File: config.mk
export PLATFORM = sky130hd
export DESIGN_NAME = half_word_packer
export DESIGN_NICKNAME = d
export VERILOG_FILES = /design/src/rtl/half_word_packer_pkg.sv /design/src/rtl/half_word_packer.sv
export SDC_FILE = /design/constraint.sdc
export NUM_CORES = 1
export LEC_CHECK = 0
export CAP_MARGIN = 40
export CORE_MARGIN = 2
export CORE_UTILIZATION = 46
export DETAILED_ROUTE_END_ITERATION = 10
export GPL_TIMING_DRIVEN = 0
export PLACE_DENSITY = 0.8
export SLEW_MARGIN = 10
export SYNTH_ARGS = -nofsm -noshare
export SYNTH_HDL_FRONTEND = slang
export SYNTH_SLANG_ARGS = --single-unit
File: constraint.sdc
create_clock -name clk -period 1.96 [get_ports clk]
set_clock_uncertainty 0.05 [all_clocks]
set_input_delay 0.294 -clock clk [delete_from_list [all_inputs] [get_ports clk]]
set_output_delay 0.294 -clock clk [all_outputs]
set_load 0.05 [all_outputs]
File: src/rtl/half_word_packer_pkg.sv
`default_nettype none
// ============================================================================
// Module   : half_word_packer_pkg
// Brief    : Shared widths and state encoding for the half-word packer.
// Revision : 1.0 - initial release
// ============================================================================
package half_word_packer_pkg;

  localparam int HALF_W = 16;
  localparam int WORD_W = 32;

  typedef enum logic [1:0] {
    IDLE = 2'b00,
    HALF = 2'b01,
    FULL = 2'b10
  } state_t;

endpackage : half_word_packer_pkg
`default_nettype wire

File: src/rtl/half_word_packer.sv
`default_nettype none
// ============================================================================
// Module   : half_word_packer
// Brief    : Packs two 16-bit half-words into one 32-bit word on valid/ready.
// Revision : 1.0 - initial release
// ============================================================================
module half_word_packer
  import half_word_packer_pkg::*;
#(
  parameter int HI_FIRST = 0,
  parameter int CNT_W    = 8
) (
  input  logic              clk,
  input  logic              rst_n,
  input  logic              in_valid,
  output logic              in_ready,
  input  logic [HALF_W-1:0] in_data,
  input  logic              flush,
  output logic              out_valid,
  input  logic              out_ready,
  output logic [WORD_W-1:0] out_data,
  output logic              out_bit0,
  output logic [HALF_W-1:0] out_hi,
  output logic [CNT_W-1:0]  word_cnt,
  output logic              drop_err
);

  state_t              r_state;
  logic [HALF_W-1:0]   r_partial;
  logic [WORD_W-1:0]   r_out_data;
  logic                r_out_valid;
  logic [CNT_W-1:0]    r_word_cnt;
  logic                r_drop_err;

  logic                w_in_ready;
  logic                w_accept;
  logic [WORD_W-1:0]   w_pack;

  // A held word can only be replaced in the same cycle it drains.
  assign w_in_ready = !flush && ((r_state != FULL) || out_ready);
  assign w_accept   = in_valid && w_in_ready;

  generate
    if (HI_FIRST != 0) begin : g_hi_first
      assign w_pack = {r_partial, in_data};
    end else begin : g_lo_first
      assign w_pack = {in_data, r_partial};
    end
  endgenerate

  always_ff @(posedge clk or negedge rst_n) begin
    if (!rst_n) begin
      r_state     <= IDLE;
      r_partial   <= '0;
      r_out_data  <= '0;
      r_out_valid <= 1'b0;
      r_word_cnt  <= '0;
      r_drop_err  <= 1'b0;
    end else begin
      r_drop_err <= 1'b0;
      case (r_state)
        IDLE: begin
          if (w_accept) begin
            r_partial <= in_data;
            r_state   <= HALF;
          end
        end
        HALF: begin
          if (flush) begin
            r_partial  <= '0;
            r_drop_err <= 1'b1;
            r_state    <= IDLE;
          end else if (w_accept) begin
            r_out_data  <= w_pack;
            r_out_valid <= 1'b1;
            r_state     <= FULL;
          end
        end
        FULL: begin
          if (out_ready) begin
            r_word_cnt  <= r_word_cnt + CNT_W'(1);
            r_out_valid <= 1'b0;
            if (w_accept) begin
              r_partial <= in_data;
              r_state   <= HALF;
            end else begin
              r_state <= IDLE;
            end
          end
        end
        default: begin
          r_state     <= IDLE;
          r_out_valid <= 1'b0;
        end
      endcase
    end
  end

  assign in_ready  = w_in_ready;
  assign out_valid = r_out_valid;
  assign out_data  = r_out_data;
  assign out_bit0  = r_out_data[0];
  assign out_hi    = r_out_data[WORD_W-1:HALF_W];
  assign word_cnt  = r_word_cnt;
  assign drop_err  = r_drop_err;

endmodule : half_word_packer
`default_nettype wire

==> summary.md <==
| Metric | Value |
|---|---|
| Starting Density | `47.5%` |
| CTS tree | `built` |
| Int Pwr | `~0.0036 W` |
| Die width | `a little under 80 um` |
| Comb pwr share | `between 50% and 60%` |
| Initial drt markers | `106` |
| Max Cap Viol | `0` |
| Final Hold Fails | `0` |
| Commonest non-fill, non-tap cells in the layout | `60 x clkdlybuf4s50_1, 59 x dfrtp_1, 30 x mux2_2, 25 x buf_4, 19 x nand2_1` |
| Overflow after GRT | `0` |
| Setup crit start | `word_cnt[0]` |
| Clk Latency, worst-skew pair | `about 0.32 ns` |
| Critical Path End Type | `primary output` |
| Post-synth net total | `224` |
| Largest stage delay, worst path | `0.83 ns` |
| Gate Count Post-Synth | `202` |
| Synth Area per Inst | `13.0 um^2` |
| DRT Pass-1 Iters | `4` |
| Via density per instance | `between 4 and 5` |
| Inst Count DP | `354` |
| Commonest non-fill, non-tap cell in the layout | `clkdlybuf4s50_1` |
| Nets@finish | `320` |
| Reg2reg setup slack | `around 0.070 ns` |
| R2R cell count | `6` |
| Diode count | `0` |
| Clk sink count | `60` |
| Vias in the first global route | `approximately 1,800` |
| Clk slew on worst S/H paths | `around 0.06 ns` |
| Routed WL per cell | `13.4 um` |
| Max FO, Critical Path | `5` |
| LEAKAGE | `around 1.9 nW` |
| CP Class | `register to primary output` |
| Max VDD drop | `1.11 mV` |
| Largest net degree at the start of global routing | `61` |
| CP max stage cell | `clkdlybuf4s50_1` |
| Max Slew Vio Count | `0` |
| H-tree levels | `3` |
| Period utilization | `97.5%` |
| Synth Warn # | `0` |
| Clock root buffer | `clkbuf_8` |
| WP data required | `~1.6 ns` |
| Critical path buffers and inverters | `1` |
| Switching Share | `between 40% and 50%` |
| Cell variety after synth | `31` |
| Area Growth Syn to Fin | `44.1%` |
| Vias | `between 1,500 and 2,000` |
| Layout cell share with drive strength beyond 1 | `between 20% and 30%` |
| Crit path launch type | `register` |
| Die ar. | `between 6000 and 7000 um^2` |
| Max Fclk | `about 520 MHz` |
| Min-delay worst type | `register to register` |
| RD Place Congestion | `between 0.7 and 0.8` |
| Crit path DAT | `approximately 1.6 ns` |
| Total wire length | `5000 um` |
| Initial antenna violation count | `0` |
| Relative slew slack | `between 50% and 60%` |
| Cell Count, Final, Fillers Out | `around 370` |
| Fin util | `68.5%` |
| Post-synthesis sequential area ratio | `a little under three fifths` |
| CP Capture Point | `word_cnt[0]` |
| Longest Clk Path Bufs | `2` |
| Worst reg2reg path endpoint | `out_data[28]` |
| Yosys reg bits | `60` |
| Worst hold slack | `between 0.4 and 0.5 ns` |
| Total CTS buffers | `9` |
| Gr usage total | `about 17%` |
| CP top delay family | `buffers and inverters` |
| Cell row count | `27` |
| ANT nets after route | `0` |
| PwrDens | `1690 nW/um^2` |
| Switching power | `0.00280 W` |
| First-pass GRT wire length | `8170 um` |
| Detailed placement HPWL | `3470 um` |
| Post-route DRC violation count | `0` |
| Mapped Area | `roughly 2600 um^2` |
| Sequential power share | `~30%` |
| Worst-margin pin slew | `between 0.7 and 0.8 ns` |
| Setup violations, final | `0` |
| RR Startpoint | `r_state[1]` |
| Status | `completed` |
| Port Buffers | `80` |
| Crit. path cell count | `1` |
| Post-layout min period | `~1.9 ns` |
| Die Ht | `79.4 um` |
| Clk network pwr share | `between 15 and 20%` |
| Power Total | `between 0.006 and 0.007 W` |
| Ports | `81` |
| Core area | `5510 um^2` |
| Crit-path cells | `clkdlybuf4s50_1` |
==> power groups by stage <==
stage / Clock (W) / Combinational, W / Sequential (W)
after floorplan: 0 / 0.00121 / 0.00304
after detailed placement: 0 / 0.00341 / 0.00196
after global routing: 0.00122 / 0.00349 / 0.00199
after global placement: 0 / 0.00337 / 0.00194
final: 0.00113 / 0.00334 / 0.00192
after CTS: 0.00116 / 0.00337 / 0.00194
==> stage by stage <==
stage	cell area [um^2]	setup TNS, ns	setup slack (ns)
4_1_cts	3710	-0.00612	-0.00612
5_1_grt	3770	-0.0134	-0.00802
3_5_place_dp	3510	-6.95	-0.263
3_3_place_gp	3510	-85.85	-1.33
6_report	3770	0	0.0484
2_1_floorplan	2620	0	0.219
==> sequential cells by signal (all words and copies together) (netlist names) <==
signal / flops
out_data: 32
r_partial: 16
word_cnt: 8
r_state: 2
drop_err: 1
out_valid: 1
==> layout make-up <==
type                            instances  area [um^2]
Buffer                                 25          208
Clock buffer                           14          173
Clock inverter                          1         30.0
Fill cell                             420         1740
Inverter                               17         63.8
Multi-Input combinational cell        100          856
Sequential cell                        60         1500
Tap cell                               72         90.1
Timing Repair Buffer                   85          848
==> worst min path at each step <==
stage,start,end,slack [ns],cells past startpoint
after detailed placement,rst_n,out_data[10],0.35,1
final,word_cnt[7],word_cnt[7],0.42,1
after floorplan,rst_n,drop_err,-0.05,0
after CTS,word_cnt[7],word_cnt[7],0.43,1
after global routing,word_cnt[7],word_cnt[7],0.46,1
after global placement,word_cnt[7],word_cnt[7],0.41,1
==> what timing repair did <==
action,CTS,global route
hold endpoints to repair,11,0
pin swaps,1,1
setup endpoints to repair,38,40
resized for setup,12,14
hold buffers,1,0
buffers inserted,0,4
==> synth_stat cells <==
| cell type | count | share of area [%] |
|---|---|---|
| nand2_1 | 19 | 2.7 |
| buf_4 | 18 | 5.2 |
| buf_6 | 2 | 0.86 |
| or2_2 | 1 | 0.24 |
| and3_1 | 1 | 0.24 |
| o22a_2 | 1 | 0.38 |
| buf_2 | 3 | 0.57 |
| clkbuf_1 | 1 | 0.14 |
| mux2i_1 | 16 | 6.1 |
| mux2_2 | 30 | 13 |
| nor2_1 | 4 | 0.57 |
| o21ai_0 | 1 | 0.19 |
| or4b_1 | 1 | 0.38 |
| nand2b_1 | 1 | 0.24 |
| nand4_1 | 1 | 0.24 |
| a31oi_1 | 1 | 0.24 |
| mux2_1 | 3 | 1.3 |
| and4_1 | 1 | 0.33 |
| nand3_1 | 3 | 0.57 |
| nor3b_4 | 1 | 0.72 |
| nor3b_1 | 1 | 0.29 |
| o211a_1 | 1 | 0.38 |
| buf_12 | 1 | 0.76 |
| nand4b_1 | 1 | 0.33 |
| and4b_2 | 1 | 0.43 |
| nand3b_1 | 1 | 0.29 |
| or4bb_1 | 1 | 0.43 |
| inv_1 | 17 | 2.4 |
| ha_1 | 1 | 0.48 |
| xnor2_1 | 8 | 2.7 |
| dfrtp_1 | 60 | 57 |
==> cell families (layout without fill, tap and decap cells) <==
| group | after synthesis | count (layout) | share of synthesized area (%) |
|---|---|---|---|
| flops | 60 | 60 | 57.4 |
| simple gates | 38 | 38 | 8.03 |
| buf+inv | 42 | 142 | 9.94 |
| fa+ha+maj | 1 | 1 | 0.478 |
| xor+xnor | 8 | 8 | 2.68 |
| mux | 49 | 49 | 20.3 |
| compound gates | 4 | 4 | 1.20 |
==> routing by layer <==
metal / up-vias / GRT usage, % / part of all wire (%)
li1: 850 / - / -
met1: 854 / 21.5 / 44
met2: 58 / 27.1 / 48
met3: 6 / 4.52 / 6.4
met4: 0 / 9.83 / 1.6
met5: - / 0 / 0
(Power assumes the default switching activity.)
